--- config.mk ---
export PLATFORM = sky130hd
export DESIGN_NAME = idu_preg_alloc
export DESIGN_NICKNAME = d
export VERILOG_FILES = /design/src/rtl/idu_preg_alloc_pkg.sv /design/src/rtl/idu_preg_freelist_fifo.sv /design/src/rtl/idu_preg_alloc.sv
export SDC_FILE = /design/constraint.sdc
export NUM_CORES = 1
export LEC_CHECK = 0
export ABC_CLOCK_PERIOD_IN_PS = 6050
export BUFFER_PORTS_ARGS = -buffer_cell sky130_fd_sc_hd__clkbuf_2
export CAP_MARGIN = 40
export CORE_AREA = 3 3 266 163
export DETAILED_ROUTE_END_ITERATION = 16
export DIE_AREA = 0 0 269 166
export PLACE_DENSITY = 0.38
export SYNTH_ARGS = -nofsm -noshare
export SYNTH_HDL_FRONTEND = slang
export SYNTH_SLANG_ARGS = --single-unit
--- constraint.sdc ---
create_clock -name clk -period 6.05 [get_ports clk]
set_clock_uncertainty 0.15 [all_clocks]
set_input_delay 0.9075 -clock clk [delete_from_list [all_inputs] [get_ports clk]]
set_output_delay 0.9075 -clock clk [all_outputs]
set_load 0.02 [all_outputs]
--- src/rtl/idu_preg_alloc_pkg.sv ---
// Shared IDU package for the physical-register allocator.
// Holds the preg index width, the free-list depth, and the pointer types
// used by both the free-list FIFO and the allocation control.
package idu_preg_alloc_pkg;

  localparam int PREG_NUM       = 64;
  localparam int FREELIST_DEPTH = 32;
  localparam int PREG_W         = $clog2(PREG_NUM);
  localparam int IDX_W          = $clog2(FREELIST_DEPTH);
  localparam int PTR_W          = IDX_W + 1;

  typedef logic [PREG_W-1:0] preg_t;
  typedef logic [PTR_W-1:0]  ptr_t;

endpackage

--- src/rtl/idu_preg_freelist_fifo.sv ---
// Circular free list of physical register indices.
// A speculative head is popped at decode, a commit head follows retirement,
// and the tail receives freed pregs. A flush rewinds the speculative head
// onto the commit head so every uncommitted allocation returns to the list.
// Ports:
//   clk, rst_clk     core clock, asynchronous active-low reset
//   pop              consume entry[head]
//   push, push_data  append a freed preg at entry[tail]
//   commit_adv       one retiring instruction had allocated a preg
//   flush            rewind head to the updated commit head (no pop)
//   head_data        preg currently at the head
//   empty            no free preg available
//   count            tail - head (0..32)
module idu_preg_freelist_fifo
  import idu_preg_alloc_pkg::*;
(
  input  logic              clk,
  input  logic              rst_clk,
  input  logic              pop,
  input  logic              push,
  input  logic [PREG_W-1:0] push_data,
  input  logic              commit_adv,
  input  logic              flush,
  output logic [PREG_W-1:0] head_data,
  output logic              empty,
  output logic [PTR_W-1:0]  count
);

  ptr_t  head;
  ptr_t  commit_head;
  ptr_t  tail;
  ptr_t  commit_next;
  preg_t entry [FREELIST_DEPTH];
  logic  full;

  // Flush uses the commit head as it stands after this cycle's retirement.
  assign commit_next = commit_head + ptr_t'(commit_adv);

  assign head_data = entry[head[IDX_W-1:0]];
  assign empty     = (head == tail);
  assign full      = (head[IDX_W-1:0] == tail[IDX_W-1:0]) && (head[IDX_W] != tail[IDX_W]);
  assign count     = tail - head;

  // Out of reset the list holds pregs 32..63; the low 32 are architectural.
  always_ff @(posedge clk or negedge rst_clk) begin
    if (!rst_clk) begin
      head        <= '0;
      commit_head <= '0;
      tail        <= ptr_t'(FREELIST_DEPTH);
      for (int i = 0; i < FREELIST_DEPTH; i++) begin
        entry[i] <= preg_t'(FREELIST_DEPTH + i);
      end
    end else begin
      commit_head <= commit_next;
      if (flush) begin
        head <= commit_next;
      end else if (pop) begin
        head <= head + ptr_t'(1);
      end
      if (push) begin
        entry[tail[IDX_W-1:0]] <= push_data;
        tail                   <= tail + ptr_t'(1);
      end
    end
  end

  // A push into a full list is only safe when the head slot is vacated
  // in the same cycle.
  a_push_when_full : assert property (@(posedge clk) disable iff (!rst_clk)
    !(push && full && !pop));

  // Retirement can never commit an allocation that was never handed out.
  a_commit_past_head : assert property (@(posedge clk) disable iff (!rst_clk)
    !(commit_adv && (commit_head == head)));

endmodule

--- src/rtl/idu_preg_alloc.sv ---
// Decode-stage physical register allocator.
// Grants the preg at the head of the free list combinationally, pops only
// when decode actually advances, recycles released pregs from retirement,
// and rewinds speculative allocations on a global flush.
// Optional feature macro: KS_PREG_FREE_BYPASS_EN -- when defined, an empty
// list hands a same-cycle released preg straight to decode.
// Ports:
//   clk, rst_clk          core clock, asynchronous active-low reset
//   rtu_global_flush      pipeline flush from retire
//   preg_req, idu_id_adv  decode needs a preg / decode advances
//   rtu_retire_*          retirement commit and release of an old preg
//   preg_grant_vld        grant valid, preg_grant carries the index
//   preg_stall            decode must stall, nothing to grant
//   free_cnt              number of free pregs
module idu_preg_alloc
  import idu_preg_alloc_pkg::*;
(
  input  logic              clk,
  input  logic              rst_clk,
  input  logic              rtu_global_flush,
  input  logic              preg_req,
  input  logic              idu_id_adv,
  input  logic              rtu_retire_vld,
  input  logic              rtu_retire_alloc,
  input  logic              rtu_retire_rel_vld,
  input  logic [PREG_W-1:0] rtu_retire_rel_preg,
  output logic              preg_grant_vld,
  output logic [PREG_W-1:0] preg_grant,
  output logic              preg_stall,
  output logic [PREG_W-1:0] free_cnt
);

  logic        empty;
  logic        release_vld;
  logic        commit_adv;
  logic        bypass;
  logic        pop;
  logic        push;
  preg_t       head_data;
  ptr_t        count;

  assign release_vld = rtu_retire_vld & rtu_retire_rel_vld;
  assign commit_adv  = rtu_retire_vld & rtu_retire_alloc;

`ifdef KS_PREG_FREE_BYPASS_EN
  assign bypass = empty & release_vld & preg_req & ~rtu_global_flush;
`else
  assign bypass = 1'b0;
`endif

  // Outputs are qualified by reset so in-flight grants vanish the moment
  // reset asserts, without waiting for a clock edge.
  assign preg_grant_vld = rst_clk & preg_req & ~rtu_global_flush & (~empty | bypass);
  assign preg_stall     = rst_clk & preg_req & ~rtu_global_flush & empty & ~bypass;
  assign preg_grant     = bypass ? rtu_retire_rel_preg : head_data;

  // A grant held across a decode stall is the same allocation, so only
  // the advancing cycle pops. A bypassed preg consumed by decode never
  // enters the list at all.
  assign pop  = preg_grant_vld & idu_id_adv & ~bypass;
  assign push = release_vld & ~(bypass & idu_id_adv);

  assign free_cnt = count;

  idu_preg_freelist_fifo u_fifo (
    .clk        (clk),
    .rst_clk    (rst_clk),
    .pop        (pop),
    .push       (push),
    .push_data  (rtu_retire_rel_preg),
    .commit_adv (commit_adv),
    .flush      (rtu_global_flush),
    .head_data  (head_data),
    .empty      (empty),
    .count      (count)
  );

endmodule

==> results.md, run 1 <==
* Kind of end point of the critical path: output port
* # port buffers at 27
* Sequential group share of total power at 0.410
* Root buffer cell: sky130_fd_sc_hd__clkbuf_16
* Worst VDD drop at roughly 0.30 mV
* Cell Int Power at between 3 and 4 mW
* Syn Nets at around 730
* Number of post-CTS setup repair buffers at 0
* Total of fill cells in the finished design at 4,108
* Routed wire length at approximately 28,000 um
* Initial DRT Pass Iterations at 4
* YS warnings at 0
* Reported max-cap violation count at 0
* Initial standard-cell utilization of the core at 0.251
* Most frequent cells after synthesis: sky130_fd_sc_hd__mux2_1 (139), sky130_fd_sc_hd__dfstp_2 (113), sky130_fd_sc_hd__dfrtp_1 (97)
* Post-synthesis sequential element count at 210
* Setup repair after global routing missed its margin: false
* Share of synthesized flip-flops with an asynchronous set or reset at 1.00
* Number of buffers added by the clock tree synthesis step at 22
* Critical path required time at roughly 5 ns
* Area overhead of the layout relative to synthesis at 14.9%
* Critical path start-end classification: flop to output port
* Data arrival time of the critical path at ~3.3 ns
* Clock Tree Buf Depth at 3
* Library cell with the largest summed area after synthesis: sky130_fd_sc_hd__dfstp_2
* Die area at between 40,000 and 50,000 um^2
* Top cell type's share of synthesized area at 0.290
* Final HPWL from detailed placement at between 15,000 and 20,000 um
* Standard-cell rows at 57
* Leakage power total at 4.99 nW
* Layout cells sized above 1 at 0.403
* Area of the placeable core at slightly above 40,000 um^2
* Grt total ovfl at 0
* Clock sink total at 210
* Avg Vias per Cell at between 4 and 5
* Transition time of the tightest slew-check pin at between 0.8 and 0.9 ns
* IO Pins at 28
* Max-slew violation count at 0
* Y dimension of the die at 166 um
* Vias in the first global route at between 6,000 and 7,000
* H-Tree Level Count at 1
* Fin nets at about 740
* Sequential cell area at 5400 um^2
* Final Critical Period at 4.39 ns
* Hold violation count in the final report at 0
* Total cell area at the placement stage at approximately 11,000 um^2
* Net Sw Power at approximately 2.0 mW
* Nature of the critical path startpoint: flop
* Post-DRT Antenna Nets at 0
* Post-Syn Area per Cell at 14.7 um^2
* Vias after detailed routing at between 5,000 and 6,000
* Terminus of the critical flop-to-flop path: u_fifo.head[5]$_DFFE_PN0P_
* Multi-input logic area at between 4000 and 5000 um^2
* R2R Setup Slk at roughly 3.4 ns
* Global-route wire length before repair at around 43,000 um
* Top cells by area in the synthesized netlist: sky130_fd_sc_hd__dfstp_2 (29%), sky130_fd_sc_hd__dfrtp_1 (24%), sky130_fd_sc_hd__mux2_1 (15%), sky130_fd_sc_hd__mux2_2 (5.9%), sky130_fd_sc_hd__mux4_2 (5.9%)
* Total global routing track utilization at 0.130
* Final Cell Area at around 12,000 um^2
* Maximum number of pins on one net before global-route repair at between 70 and 80
* Switching power as a share of total power at 0.351
* Cts hold-fix bufs at 0
* Most used DFF post-synth: sky130_fd_sc_hd__dfstp_2
* Start of the worst register-to-register path: u_fifo.head[1]$_DFFE_PN0P_
* Path depth of the worst reg2reg path at 6
* Summed negative setup slack over all endpoints at 0 ns
* Crit-path max FO at 28
* Power density of the placed cells at roughly 490 nW/um^2
* Horizontal die dimension at ~270 um
* Combinational share of power at 0.332
* Count of mapped cells out of synthesis at about 700
* Iteration-0 DRC count of the detailed router at 326
* Type of the tightest min-delay check: primary input to async pin
* Synthesized cell area at about 10,000 um^2
* Sequential element share of the synthesized area at 0.528
* Worst-skew pair later-pin latency at 0.51 ns
* Distinct cells, synth at 50
* Setup violation total in the final timing report at 0
* Library cell with the highest instance count after synthesis: sky130_fd_sc_hd__mux2_1
* Relative max-transition margin at 0.406
* Non-Filler Instances at around 1,300
* Clock network fraction of total power at 0.258
* Final weighted congestion in routability-driven placement at between 0.7 and 0.8
* Number of flops mapped to enable cells by yosys at 0
* Antenna violations before repair at 0
* Run status: finished, final reports clean
* CTS tree: done
* Residual DRC at 0
* Placed cells at between 1,000 and 1,500
* Clock transition at the registers of the reported paths at 0.06 ns
* Cts repair resizes at 0
* Number of antenna diodes at 0
* Avg WL per Cell at ~22 um
* Highest clock rate at 0.228 GHz
* Final period utilization at 0.726
* Total Power Consumption at slightly below 6 mW
## cell usage in the layout, fill, tap and decap left out, types with 9 or more instances in the layout
cell,instances
sky130_fd_sc_hd__nand2_1,29
sky130_fd_sc_hd__nor2_1,9
sky130_fd_sc_hd__mux4_1,10
sky130_fd_sc_hd__mux2_1,139
sky130_fd_sc_hd__mux2_2,54
sky130_fd_sc_hd__clkbuf_2,26
sky130_fd_sc_hd__dfrtp_1,95
sky130_fd_sc_hd__mux4_2,27
sky130_fd_sc_hd__clkbuf_16,24
sky130_fd_sc_hd__a21oi_1,13
sky130_fd_sc_hd__mux2i_1,24
sky130_fd_sc_hd__ha_1,12
sky130_fd_sc_hd__dfstp_2,113
sky130_fd_sc_hd__o221ai_1,11
sky130_fd_sc_hd__inv_1,9
## worst max-delay path, cell delays in order (launching register included)
cell and delay (ns):
sky130_fd_sc_hd__dfrtp_2 0.91, sky130_fd_sc_hd__buf_4 0.42, sky130_fd_sc_hd__mux4_1 0.34, sky130_fd_sc_hd__a22o_1 0.25, sky130_fd_sc_hd__a211oi_1 0.53, sky130_fd_sc_hd__a21oi_1 0.13, sky130_fd_sc_hd__clkbuf_2 0.20
## worst max path at each step
stage	start	end	slack, ns	depth (start not counted)
after global placement	u_fifo.head[0]$_DFFE_PN0P_	preg_grant[4]	2.08	5
after detailed placement	u_fifo.head[1]$_DFFE_PN0P_	preg_grant[4]	2.24	6
after CTS	u_fifo.head[1]$_DFFE_PN0P_	preg_grant[4]	1.67	6
after global routing	u_fifo.head[1]$_DFFE_PN0P_	preg_grant[4]	1.63	6
final	u_fifo.head[1]$_DFFE_PN0P_	preg_grant[4]	1.66	6
after floorplan	u_fifo.head[1]$_DFFE_PN0P_	preg_stall	2.78	7
## layout make-up
cell class,count,area share
clock buffers,33,0.0582
clock inverters,7,0.00990
inverters,10,0.00319
multi-input cells,434,0.388
flip-flops and latches,210,0.459
well taps,560,0.0596
repair buffers,36,0.0214
## state kept, by name, indices dropped and copies added, names as in the netlist
signal              flops
u_fifo.tail             6
u_fifo.commit_head      6
u_fifo.entry          192
u_fifo.head             6
## cells by family (layout without fill, tap and decap cells)
| kind of cell | after synthesis | in the layout | share of synthesized area |
|---|---|---|---|
| buffers and inverters | 54 | 86 | 0.0261 |
| AOI/OAI and AO/OA | 57 | 57 | 0.0411 |
| xor gates and xnor gates | 14 | 14 | 0.0127 |
| DFF | 210 | 210 | 0.528 |
| muxes | 254 | 254 | 0.321 |
| adders and majority gates | 13 | 13 | 0.0166 |
| and+or+nand+nor | 96 | 96 | 0.0548 |
## per-layer routing
layer	up-vias	wire length (um)	GRT usage
met1	3223	15300	0.212
met3	28	1320	0.0244
met5	-	0	0
li1	2625	-	-
met4	0	418	0.0217
met2	99	11400	0.175
## power by group through the flow
stage	clock network [mW]	registers, mW	logic [mW]
2_1_floorplan	0	2.15	1.48
3_3_place_gp	0	2.44	1.83
3_5_place_dp	0	2.40	1.94
4_1_cts	1.55	2.38	1.95
5_1_grt	1.61	2.44	2.10
6_report	1.50	2.37	1.92
## metrics by stage
stage	hold WS (ns)	utilization	setup WS, ns
floorplan	0.286	-	2.78
global placement	0.312	0.268	2.08
detailed placement	0.317	0.269	2.24
CTS	0.269	0.289	1.67
global route	0.294	0.289	1.63
finish	0.259	0.289	1.66
Power figures use the tool's default switching activity.
==> run 2: changes to the inputs <==
--- a/config.mk
+++ b/config.mk
@@ -5,13 +5,13 @@
 export SDC_FILE = /design/constraint.sdc
 export NUM_CORES = 1
 export LEC_CHECK = 0
-export ABC_CLOCK_PERIOD_IN_PS = 6050
+export ABC_CLOCK_PERIOD_IN_PS = 3900
 export BUFFER_PORTS_ARGS = -buffer_cell sky130_fd_sc_hd__clkbuf_2
 export CAP_MARGIN = 40
 export CORE_AREA = 3 3 266 163
 export DETAILED_ROUTE_END_ITERATION = 16
 export DIE_AREA = 0 0 269 166
-export PLACE_DENSITY = 0.38
+export PLACE_DENSITY = 0.39
 export SYNTH_ARGS = -nofsm -noshare
 export SYNTH_HDL_FRONTEND = slang
 export SYNTH_SLANG_ARGS = --single-unit
==> constraint.sdc (replaced) <==
create_clock -name clk -period 3.9 [get_ports clk]
set_clock_uncertainty 0.15 [all_clocks]
set_input_delay 0.585 -clock clk [delete_from_list [all_inputs] [get_ports clk]]
set_output_delay 0.585 -clock clk [all_outputs]
set_load 0.02 [all_outputs]
==> run 2 against run 1 <==
Highest routed layer unchanged. Critical path type unchanged. Global-route usage shrank 0.11 points. Via count decreased by 0.55%. Wire length shrank 1.3%. Clock-buffer cell count rose by 1. Utilization about the same. Sequential cell count stayed put. Clock power up 49%. Worst hold slack improved by 0.034 ns. Non-clock buffer count up 5. Register-to-register slack got worse by 2.4 ns. Combinational power grew 57%. First-iteration DRC count rose by 17%.
==> results.md, run 2 (synthesized netlist as in run 1, its figures left out) <==
* Kind of end point of the critical path: output port (unchanged)
* Clock sink total at 210 (unchanged)
* Global-route wire length before repair at 43,200 um (about the same)
* Initial standard-cell utilization of the core at 0.251 (unchanged)
* Register with the most flip-flops: u_fifo.entry (unchanged)
* Clock Tree Buf Depth at 3 (unchanged)
* Summed negative setup slack over all endpoints at 0 ns (unchanged)
* Number of buffers added by the clock tree synthesis step at 23 (was 22)
* R2R Setup Slk at 0.95 ns (was 3.36 ns)
* Total global routing track utilization at 0.129 (was 0.130)
* Root buffer cell: sky130_fd_sc_hd__clkbuf_16 (unchanged)
* Leakage power total at 4.99 nW (about the same)
* Terminus of the critical flop-to-flop path: u_fifo.head[0]$_DFFE_PN0P_ (was u_fifo.head[5]$_DFFE_PN0P_)
* Horizontal die dimension at 269 um (unchanged)
* Relative max-transition margin at 0.323 (was 0.406)
* Y dimension of the die at 166 um (unchanged)
* Final weighted congestion in routability-driven placement at 0.761 (was 0.735)
* Area of the placeable core at 40,700 um^2 (unchanged)
* Maximum number of pins on one net before global-route repair at 176 (was 74)
* Grt total ovfl at 0 (unchanged)
* Most frequent cells in the layout: sky130_fd_sc_hd__mux2_1 (139), sky130_fd_sc_hd__dfstp_2 (113), sky130_fd_sc_hd__dfrtp_1 (95) (unchanged)
* Number of post-CTS setup repair buffers at 0 (unchanged)
* Start of the worst register-to-register path: u_fifo.head[0]$_DFFE_PN0P_ (was u_fifo.head[1]$_DFFE_PN0P_)
* Worst hold stages at 2
* Die area at 44,700 um^2 (unchanged)
* Run status: finished, final reports clean (unchanged)
* Reported max-cap violation count at 0 (unchanged)
* Max-slew violation count at 0 (unchanged)
* Final HPWL from detailed placement at 19,200 um (was 19,300 um)
* Cell with the largest stage delay on the worst path: sky130_fd_sc_hd__dfrtp_4 (was sky130_fd_sc_hd__dfrtp_2)
* H-Tree Level Count at 1 (unchanged)
* Vias after detailed routing at 5,942 (was 5,975)
* Largest stage delay on the critical path at 0.77 ns (was 0.91 ns)
* Multi-input logic area at 4570 um^2 (unchanged)
* Path depth of the worst reg2reg path at 6 (unchanged)
* Number of flip-flops under the largest register name at 192 (unchanged)
* Total of fill cells in the finished design at 4,054 (was 4,108)
* Power density of the placed cells at 756 nW/um^2 (was 492 nW/um^2)
* Final period utilization at 0.936
* Critical path endpoint: preg_grant[2] (was preg_grant[4])
* # port buffers at 27 (unchanged)
* Area overhead of the layout relative to synthesis at 15.0% (was 14.9%)
* Fin nets at 747 (was 741)
* Number of antenna diodes at 0 (unchanged)
* Antenna violations before repair at 0 (unchanged)
* Routed wire length at 28,100 um (was 28,500 um)
* Type of the tightest min-delay check: primary input to flop (was primary input to async pin)
* Critical path start-end classification: flop to output port (unchanged)
* Leading cell type in the layout, fill and taps excluded: sky130_fd_sc_hd__mux2_1 (unchanged)
* Highest clock rate at 0.274 GHz
* Standard-cell rows at 57 (unchanged)
* Sequential cell area at 5400 um^2 (unchanged)
* CTS tree: done (unchanged)
* Post-DRT Antenna Nets at 0 (unchanged)
* Crit-path max FO at 25 (was 28)
* Setup repair after global routing missed its margin: false (unchanged)
* Hold violation count in the final report at 0 (unchanged)
* Nature of the critical path startpoint: flop (unchanged)
* Critical-path cell list: buf_4 -> mux2i_1 -> o221ai_1 -> a211oi_1 -> a21oi_1 -> clkbuf_2 (was buf_4 -> mux4_1 -> a22o_1 -> a211oi_1 -> a21oi_1 -> clkbuf_2)
* Data arrival time of the critical path at 2.91 ns (was 3.33 ns)
* Total Power Consumption at 8.89 mW (was 5.79 mW)
* Iteration-0 DRC count of the detailed router at 383 (was 326)
* Vias in the first global route at 6,532 (was 6,335)
* Initial DRT Pass Iterations at 5 (was 4)
* Final core utilization at 0.289 (about the same)
* Worst VDD drop at 0.392 mV (was 0.304 mV)
* Worst-skew pair later-pin latency at 0.53 ns (was 0.51 ns)
* Layout cells sized above 1 at 0.404 (was 0.403)
* Avg WL per Cell at 21.7 um (was 22.1 um)
* Residual DRC at 0 (unchanged)
* Transition time of the tightest slew-check pin at 1.02 ns (was 0.891 ns)
* Critical path required time at 3.16 ns (was 4.99 ns)
* Worst setup path startpoint: u_fifo.head[0]$_DFFE_PN0P_ (was u_fifo.head[1]$_DFFE_PN0P_)
* Setup violation total in the final timing report at 0 (unchanged)
* Clock transition at the registers of the reported paths at 0.06 ns (about the same)
* Avg Vias per Cell at 4.58 (was 4.63)
* IO Pins at 28 (unchanged)
* Final Critical Period at around 3.6 ns
[run 2: cell types whose count changed in the layout (fill, tap and decap cells not counted), moves of 2 or more]
cell / change
sky130_fd_sc_hd__buf_4: +3
sky130_fd_sc_hd__clkbuf_1: +2
sky130_fd_sc_hd__buf_16: -2
sky130_fd_sc_hd__buf_12: +3
[run 2: power by group]
group	switching [mW]	internal [mW]	leakage (nW)
clock network	0.916	1.32	0.375
registers	0.565	3.08	2.44
logic	1.64	1.37	2.17
total	3.12	5.77	4.99
[run 2: metrics by stage]
| step | setup slack, ns | hold slack (ns) | area [um^2] | std cells |
|---|---|---|---|---|
| 6_report | 0.251 | 0.293 | 11800 | 1297 |
| 5_1_grt | 0.126 | 0.306 | 11800 | 1297 |
| 4_1_cts | 0.174 | 0.273 | 11800 | 1297 |
| 3_5_place_dp | 0.756 | 0.302 | 11000 | 1254 |
| 3_3_place_gp | 0.705 | 0.304 | 11000 | 1254 |
| 2_1_floorplan | 0.953 | 0.139 | 10200 | 698 |
[run 2: cell type report]
| type | instances | area share |
|---|---|---|
| clock buffer | 34 | 0.0567 |
| sequential | 210 | 0.459 |
| clock inverter | 8 | 0.00851 |
| timing repair buffer | 41 | 0.0246 |
| multi-input combinational | 434 | 0.388 |
| tap | 560 | 0.0596 |
| inverter | 10 | 0.00319 |
[run 2: how the worst min path moves through the flow]
stage	start	end	slack, ns
final	rtu_global_flush	u_fifo.head[1]$_DFFE_PN0P_	0.29
after global routing	rtu_global_flush	u_fifo.head[1]$_DFFE_PN0P_	0.31
after CTS	rtu_global_flush	u_fifo.head[1]$_DFFE_PN0P_	0.27
after detailed placement	u_fifo.commit_head[5]$_DFF_PN0_	u_fifo.commit_head[5]$_DFF_PN0_	0.30
after global placement	u_fifo.commit_head[5]$_DFF_PN0_	u_fifo.commit_head[5]$_DFF_PN0_	0.30
after floorplan	rst_clk	u_fifo.commit_head[0]$_DFF_PN0_	0.14
[run 2: layer usage]
metal  track usage  vias up  share of wire
li1              -     2636              -
met3        0.0247       31          0.055
met1         0.202     3170           0.52
met4        0.0233        0          0.016
met5             0        -              0
met2         0.182      105           0.41
[run 2: worst max-delay path, delay by kind of cell (launching register included)]
family | cells | cell delay, ns
compound gates | 3 | 0.72
buf+inv | 2 | 0.49
flops | 1 | 0.77
mux | 1 | 0.38
[run 2: timing repair]
action,4_1_cts,5_1_grt
hold endpoints to repair,23,0
hold buffers,1,0
gates resized for setup,0,0
